## config.mk

```make
export PLATFORM = sky130hd
export DESIGN_NAME = mem_access
export DESIGN_NICKNAME = d
export VERILOG_FILES = /design/src/rtl/mem_access.sv
export SDC_FILE = /design/constraint.sdc
export NUM_CORES = 1
export LEC_CHECK = 0
export CAP_MARGIN = 20
export CORE_MARGIN = 8
export CORE_UTILIZATION = 48
export CTS_CLUSTER_DIAMETER = 200
export DETAILED_ROUTE_END_ITERATION = 10
export HOLD_SLACK_MARGIN = 0.05
export PLACE_DENSITY_LB_ADDON = 0.08
export SYNTH_ARGS = -nofsm -noshare
export SYNTH_HDL_FRONTEND = slang
export SYNTH_SLANG_ARGS = --single-unit
```

## constraint.sdc

```tcl
create_clock -name clk -period 5.25 [get_ports clk]
set_input_delay 1.05 -clock clk [delete_from_list [all_inputs] [get_ports clk]]
set_output_delay 1.05 -clock clk [all_outputs]
set_load 0.02 [all_outputs]
```

## src/rtl/mem_access.sv

```systemverilog
// Memory-access pipeline stage: single-outstanding req/ack data bus, store lane
// replication, load alignment/extension and registered MEM/WB results.
module mem_access (
    input  logic        clk,
    input  logic        rst,
    input  logic [4:0]  mem_wd,
    input  logic        mem_wreg,
    input  logic [31:0] mem_wdata,
    input  logic        mem_inst_valid,
    input  logic [31:0] mem_inst_pc,
    input  logic [3:0]  mem_op,
    input  logic [31:0] mem_addr,
    input  logic [31:0] mem_sdata,
    input  logic        flush,
    input  logic        dack,
    input  logic [31:0] drdata,
    output logic        dreq,
    output logic [3:0]  dwe,
    output logic [31:0] daddr,
    output logic [31:0] dwdata,
    output logic        stall_req,
    output logic [4:0]  wb_wd,
    output logic        wb_wreg,
    output logic [31:0] wb_wdata,
    output logic        wb_inst_valid,
    output logic [31:0] wb_inst_pc,
    output logic        wb_ale
);

    localparam logic [3:0] OP_LD_B  = 4'd1;
    localparam logic [3:0] OP_LD_H  = 4'd2;
    localparam logic [3:0] OP_LD_W  = 4'd3;
    localparam logic [3:0] OP_LD_BU = 4'd4;
    localparam logic [3:0] OP_LD_HU = 4'd5;
    localparam logic [3:0] OP_ST_B  = 4'd6;
    localparam logic [3:0] OP_ST_H  = 4'd7;
    localparam logic [3:0] OP_ST_W  = 4'd8;

    typedef enum logic { IDLE, BUSY } state_t;

    state_t      state_reg, state_next;
    logic [3:0]  op_reg;
    logic [1:0]  off_reg;
    logic [4:0]  wd_reg;
    logic        wreg_reg;
    logic [31:0] pc_reg;
    logic        drop_reg;

    logic        is_load, is_store, is_mem, misaligned, issue;
    logic [3:0]  st_dwe;
    logic [31:0] st_wdata;
    logic [31:0] rd_shift;
    logic [31:0] load_data;

    always_comb begin
        is_load    = (mem_op >= OP_LD_B) && (mem_op <= OP_LD_HU);
        is_store   = (mem_op >= OP_ST_B) && (mem_op <= OP_ST_W);
        is_mem     = is_load || is_store;
        misaligned = ((mem_op == OP_LD_H || mem_op == OP_LD_HU || mem_op == OP_ST_H) && mem_addr[0])
                  || ((mem_op == OP_LD_W || mem_op == OP_ST_W) && (mem_addr[1:0] != 2'b00));
        issue      = (state_reg == IDLE) && mem_inst_valid && is_mem && !misaligned && !flush;
        stall_req  = issue || ((state_reg == BUSY) && !dack);
    end

    always_comb begin
        st_dwe   = 4'b0000;
        st_wdata = 32'd0;
        case (mem_op)
            OP_ST_B: begin
                st_dwe   = 4'b0001 << mem_addr[1:0];
                st_wdata = {4{mem_sdata[7:0]}};
            end
            OP_ST_H: begin
                st_dwe   = 4'b0011 << mem_addr[1:0];
                st_wdata = {2{mem_sdata[15:0]}};
            end
            OP_ST_W: begin
                st_dwe   = 4'b1111;
                st_wdata = mem_sdata;
            end
            default: ;
        endcase
    end

    // Byte/halfword lanes are brought down to bit 0 using the latched offset.
    always_comb begin
        rd_shift  = drdata >> {off_reg, 3'b000};
        load_data = 32'd0;
        case (op_reg)
            OP_LD_B:  load_data = {{24{rd_shift[7]}}, rd_shift[7:0]};
            OP_LD_BU: load_data = {24'd0, rd_shift[7:0]};
            OP_LD_H:  load_data = {{16{rd_shift[15]}}, rd_shift[15:0]};
            OP_LD_HU: load_data = {16'd0, rd_shift[15:0]};
            OP_LD_W:  load_data = drdata;
            default:  load_data = 32'd0;
        endcase
    end

    always_comb begin
        state_next = state_reg;
        case (state_reg)
            IDLE:    if (issue) state_next = BUSY;
            BUSY:    if (dack)  state_next = IDLE;
            default: state_next = IDLE;
        endcase
    end

    always_ff @(posedge clk or negedge rst) begin
        if (!rst) state_reg <= IDLE;
        else      state_reg <= state_next;
    end

    always_ff @(posedge clk or negedge rst) begin
        if (!rst) begin
            dreq          <= 1'b0;
            dwe           <= 4'b0000;
            daddr         <= 32'd0;
            dwdata        <= 32'd0;
            op_reg        <= 4'd0;
            off_reg       <= 2'd0;
            wd_reg        <= 5'd0;
            wreg_reg      <= 1'b0;
            pc_reg        <= 32'd0;
            drop_reg      <= 1'b0;
            wb_wd         <= 5'd0;
            wb_wreg       <= 1'b0;
            wb_wdata      <= 32'd0;
            wb_inst_valid <= 1'b0;
            wb_inst_pc    <= 32'd0;
            wb_ale        <= 1'b0;
        end else begin
            wb_inst_valid <= 1'b0;
            wb_wreg       <= 1'b0;
            wb_ale        <= 1'b0;
            case (state_reg)
                IDLE: begin
                    if (issue) begin
                        op_reg   <= mem_op;
                        off_reg  <= mem_addr[1:0];
                        wd_reg   <= mem_wd;
                        wreg_reg <= mem_wreg && is_load;
                        pc_reg   <= mem_inst_pc;
                        drop_reg <= 1'b0;
                        dreq     <= 1'b1;
                        daddr    <= {mem_addr[31:2], 2'b00};
                        dwe      <= st_dwe;
                        dwdata   <= st_wdata;
                    end else if (mem_inst_valid && !flush) begin
                        // Misaligned memory ops retire immediately as exceptions.
                        wb_wd         <= mem_wd;
                        wb_wdata      <= mem_wdata;
                        wb_inst_pc    <= mem_inst_pc;
                        wb_inst_valid <= 1'b1;
                        wb_wreg       <= is_mem ? 1'b0 : mem_wreg;
                        wb_ale        <= is_mem;
                    end
                end
                BUSY: begin
                    if (dack) begin
                        dreq     <= 1'b0;
                        dwe      <= 4'b0000;
                        drop_reg <= 1'b0;
                        if (!drop_reg && !flush) begin
                            wb_wd         <= wd_reg;
                            wb_wreg       <= wreg_reg;
                            wb_wdata      <= load_data;
                            wb_inst_pc    <= pc_reg;
                            wb_inst_valid <= 1'b1;
                        end
                    end else if (flush) begin
                        drop_reg <= 1'b1;
                    end
                end
                default: ;
            endcase
        end
    end

endmodule

```

# Word-level counts from Yosys, hierarchy flattened
# Index checks and enable logic that the tools add are counted.
# word_totals
regBits	185
in_bits	175
elab_cells	114
# op_classes
order_cmp	4
eq_ne	17
n_shift	3
n_mux	45
bitwise_logic	1
n_reduce_logical	27
# op_table
operator	n
$mux 32	8
$pmux 32 s5	1
$pmux 32 s2	2
$pmux 32 s3	1
$shr 32x5->16	1
$eq 4x3->1 const B	5
$mux 5	4
$mux 1	19
$eq 4x2->1 const B	4
$logic_and 1x1->1	12
$pmux 4 s3	1
$pmux 1 s2	5
$pmux 5 s2	1
$mux 4	2
$pmux 4 s2	1
$logic_or 1x1->1	6
$ne 2x2->1 const B	3
$reduce_and 2->1	3
$eq 4x1->1 const B	1
$eq 4x4->1 const B	1
$ge 4x1->1 const B	1
$ge 4x3->1 const B	1
$le 4x3->1 const B	1
$le 4x4->1 const B	1
other kinds (8)	12

# Longest topological paths before layout
# logic_depth
ltp_word	10
depth_mapped	9

# Worst setup path before layout
# No wires, ideal clock.
# synth_timing
kind	input-to-output
startpoint	in mem_op[0]
endpoint	out stall_req
arrival_ns	2.451
setup_slack_ns	1.749
path_stages	7
path_cell_list	buf_2 or4_4 nand3_2 nor3_4 buf_6 buf_2 o21bai_1
# synth_between
elab_chain_len	9
word_cells_on_any_way	23
classes_between	order compare (4); eq/ne (5); reduce/logical (14)
# synth_rtl
element	line	source
from (decl)	11	input logic [3:0] mem_op,
branches (longest 6 deep; another with $ge 4x1->1)	--	
$logic_and 1x1->1 * (2 in a row)	61	issue = (state_reg == IDLE) && mem_inst_valid && is_mem && !misaligned && !flush;
$logic_or 1x1->1 *	62	stall_req = issue || ((state_reg == BUSY) && !dack);
to (decl)	21	output logic stall_req,
# Every way passes the cells marked *.

# Worst setup path after layout
# layout_timing
startpoint	in mem_op[1]
endpoint	out stall_req
# The elaborated chain is that of the path after synthesis.

==> results.sh <==
export IMPL_wirelength_um=25800
export IMPL_maxCapViolations=0
export IMPL_drt_iter0_drc=385
export IMPL_synth_edf_count=0
export IMPL_grt_pass1_vias=7373
export IMPL_first_pass_iters=9
export IMPL_yosys_area_top_type_share=0.540
export IMPL_min_path_cells=1
export IMPL_yosysSeqAreaShare=0.540
export IMPL_postLayoutCoreUtil=0.694
export IMPL_cts_setup_buffers=0
export IMPL_finClkSkew_ps=9.92
export IMPL_drc=0
export IMPL_fp_dieH_um=150
export IMPL_worstPathArrival_ps=3240
export IMPL_ys_warn_count=0
export IMPL_chipWidth_um=150
export IMPL_min_path_type="flip-flop to flip-flop"
export IMPL_numCtsBuffers=17
export IMPL_timing_final_crit_period_ps=4290
export IMPL_syn_area_sq_mm=0.00858
export IMPL_routedWlPerCell_um=19.8
export IMPL_synthAdderAreaFrac=0
export IMPL_hold_viol_final=0
export IMPL_critPathMaxFanout=11
export IMPL_yosysTopAreaCell="dfrtp_1"
export IMPL_synth_seq_cells=185
export IMPL_yosys_area_share_simple=0.0966
export IMPL_grt_max_degree=150
export IMPL_coreArea_sq_mm=0.0178
export IMPL_timing_rr_start="state_reg$_DFF_PN0_"
export IMPL_synth_compound_gate_area_share=0.147
export IMPL_nets=1233
export IMPL_min_period_over_period=0.817
export IMPL_maxSlewViolCount=0
export IMPL_synthDistinctLibCells=50
export IMPL_start_kind="primary input"
export IMPL_path_class="primary input to primary output"
export IMPL_start_util=0.482
export IMPL_antenna_found_initial=0
export IMPL_ctsRootBufferMaster="clkbuf_16"
export IMPL_async_reset_ff_frac=1.00
export IMPL_die_area_sq_mm=0.0224
export IMPL_peakVddDrop_mv=0.304
export IMPL_gr_usage_met1=0.268
export IMPL_use_met2=0.371
export IMPL_synth_top_family_by_area="multiplexers"
export IMPL_postSynthAreaPerCell_sq_um=11.0
export IMPL_core_rowCount=49
export IMPL_ios=317
export IMPL_num_vias=7038
export IMPL_clock_path_buffers=2
export IMPL_busiest_layer="met2"
export IMPL_cts_resized=0
export IMPL_worst_r2r_cell_count=7
export IMPL_clock_sinks=185
export IMPL_endpoint_kind="primary output"
export IMPL_grt_pass1_wl_um=39700
export IMPL_cts_clk_slew_worst_paths_ps=70
export IMPL_rsz0062_at_grt="false"
export IMPL_synth_xor_area_share=0
export IMPL_setup_viol=0
export IMPL_place_hpwl_um=18600
export IMPL_outcome="finished, final reports clean"
export IMPL_viasPerCell=5.41
export IMPL_gp_congestion=0.840
export IMPL_clkLatencyLatePin_ps=430
export IMPL_cts_tree="built"
export IMPL_postSynthCellCount=779
export IMPL_postRouteAntennaNets=0
export IMPL_grtUsageTotal=0.227
export IMPL_synth_area_leaders="dfrtp_1, mux2_2, mux2i_1"
export IMPL_yosys_most_used_dff="dfrtp_1"
export IMPL_area_growth_syn_to_layout_pct=43.8
export IMPL_grt_overflow=0
export IMPL_powerDensity_mw_per_mm2=420
export IMPL_synthMuxAreaShare=0.172
export IMPL_startpoint="mem_op[1]"
export IMPL_worst_slew_pin_slew_ps=965
export IMPL_grtUsageMet3=0.0810
export IMPL_setup_tns_final_ps=0
export IMPL_hold_buffers=0
export IMPL_worstPathRequired_ps=4200
export IMPL_min_from="dreq$_DFFE_PN0P_"
export IMPL_drive_gt1_frac=0.119
export IMPL_leakage_nw=5.05
export IMPL_cts_htree_levels=4
export IMPL_maxSlewHeadroom=0.357
export IMPL_numPortBuffers=314
export IMPL_fmax_mhz=233
-- per-layer routing --
| layer | vias to the layer above | routed length (um) | share of wire |
|---|---|---|---|
| met4 | 0 | 712 | 0.028 |
| met2 | 243 | 12500 | 0.49 |
| met1 | 3419 | 10200 | 0.40 |
| li1 | 3331 | - | - |
| met3 | 45 | 2350 | 0.091 |
| met5 | - | 0 | 0 |
-- power by group --
part           total (mW)  switching [mW]  internal, mW
registers            2.07           0.256          1.82
clock network        1.23           0.587         0.647
logic                1.88           0.913         0.965
total                5.18            1.76          3.43
-- cell usage after synthesis, types with 2 or more instances --
library cell  number
a22oi_1           24
nor3b_1            4
nor3_1             3
o21ai_0           69
nor2b_1           10
a211oi_1           8
nand2_1           77
nor3b_2            2
dfrtp_1          185
mux2_2            53
nand3b_1           2
buf_2             31
nand3_1            8
a21oi_1           58
a222oi_1          15
o21bai_1           2
nor4bb_1           2
buf_4              5
buf_1              2
nor2_1            65
a31oi_1           17
mux2i_1           55
buf_6              6
clkbuf_1          19
or2_2              2
mux2_4            22
nand2b_1           2
inv_1              9
-- worst paths after layout --
check	to	slack, ps
max in group asynchronous	off_reg[1]$_DFFE_PN0P_	3600
min	dreq$_DFFE_PN0P_	480
min in group asynchronous	pc_reg[21]$_DFFE_PN0P_	690
min reg2reg	dreq$_DFFE_PN0P_	480
max reg2reg	wb_wdata[20]$_DFFE_PN0P_	2400
max	stall_req	960
-- cell type report --
cell class              count  area [sq um]
inverters                  11          41.3
diodes                      1          2.50
well taps                 229           287
repair buffers            322          3230
flip-flops and latches    185          4630
clock inverters            12           106
clock buffers              20           457
multi-input cells         521          3580
fillers                  1416          5440
-- through the flow --
| step | instance area (sq um) | power, mW | hold WS (ps) | setup slack [ps] | instances |
|---|---|---|---|---|---|
| finish | 12300 | 5.18 | 481 | 962 | 1301 |
| floorplan | 8580 | 3.03 | 462 | 1750 | 780 |
| detailed placement | 11800 | 3.99 | 469 | 959 | 1268 |
| global route | 12300 | 5.46 | 495 | 851 | 1300 |
| CTS | 12300 | 5.23 | 486 | 959 | 1300 |
| global placement | 11800 | 3.94 | 460 | 1010 | 1268 |
-- cells in the final DEF, fill, tap and decap left out, drive strengths merged, types with 2 or more instances in the layout --
| master | n |
|---|---|
| clkdlybuf4s50 | 313 |
| dfrtp | 185 |
| nand2 | 77 |
| mux2 | 75 |
| o21ai | 70 |
| nor2 | 65 |
| a21oi | 58 |
| mux2i | 55 |
| a22oi | 24 |
| clkbuf | 21 |
| a31oi | 17 |
| a222oi | 15 |
| inv | 15 |
| nor2b | 10 |
| nand3 | 9 |
| a211oi | 8 |
| buf | 8 |
| nor3b | 6 |
| clkinv | 6 |
| nor3 | 4 |
| or2 | 3 |
| nand3b | 2 |
| nand2b | 2 |
| o21bai | 2 |
| nor4bb | 2 |
| conb | 2 |
| clkinvlp | 2 |
-- cells by family (layout without fill, tap and decap cells) --
group,after synthesis,count (layout)
AOI/OAI and AO/OA,206,206
other,1,3
muxes,130,130
DFF,185,185
and+or+nand+nor,183,183
buffers and inverters,74,365
-- worst max-delay path, stage by stage --
cell,delay [ps]
clkdlybuf4s50_1,620
o31ai_2,360
nand3_2,150
nor3_4,260
o21bai_1,140
clkdlybuf4s50_1,670
Note: power is estimated with default switching activity, not from simulation.
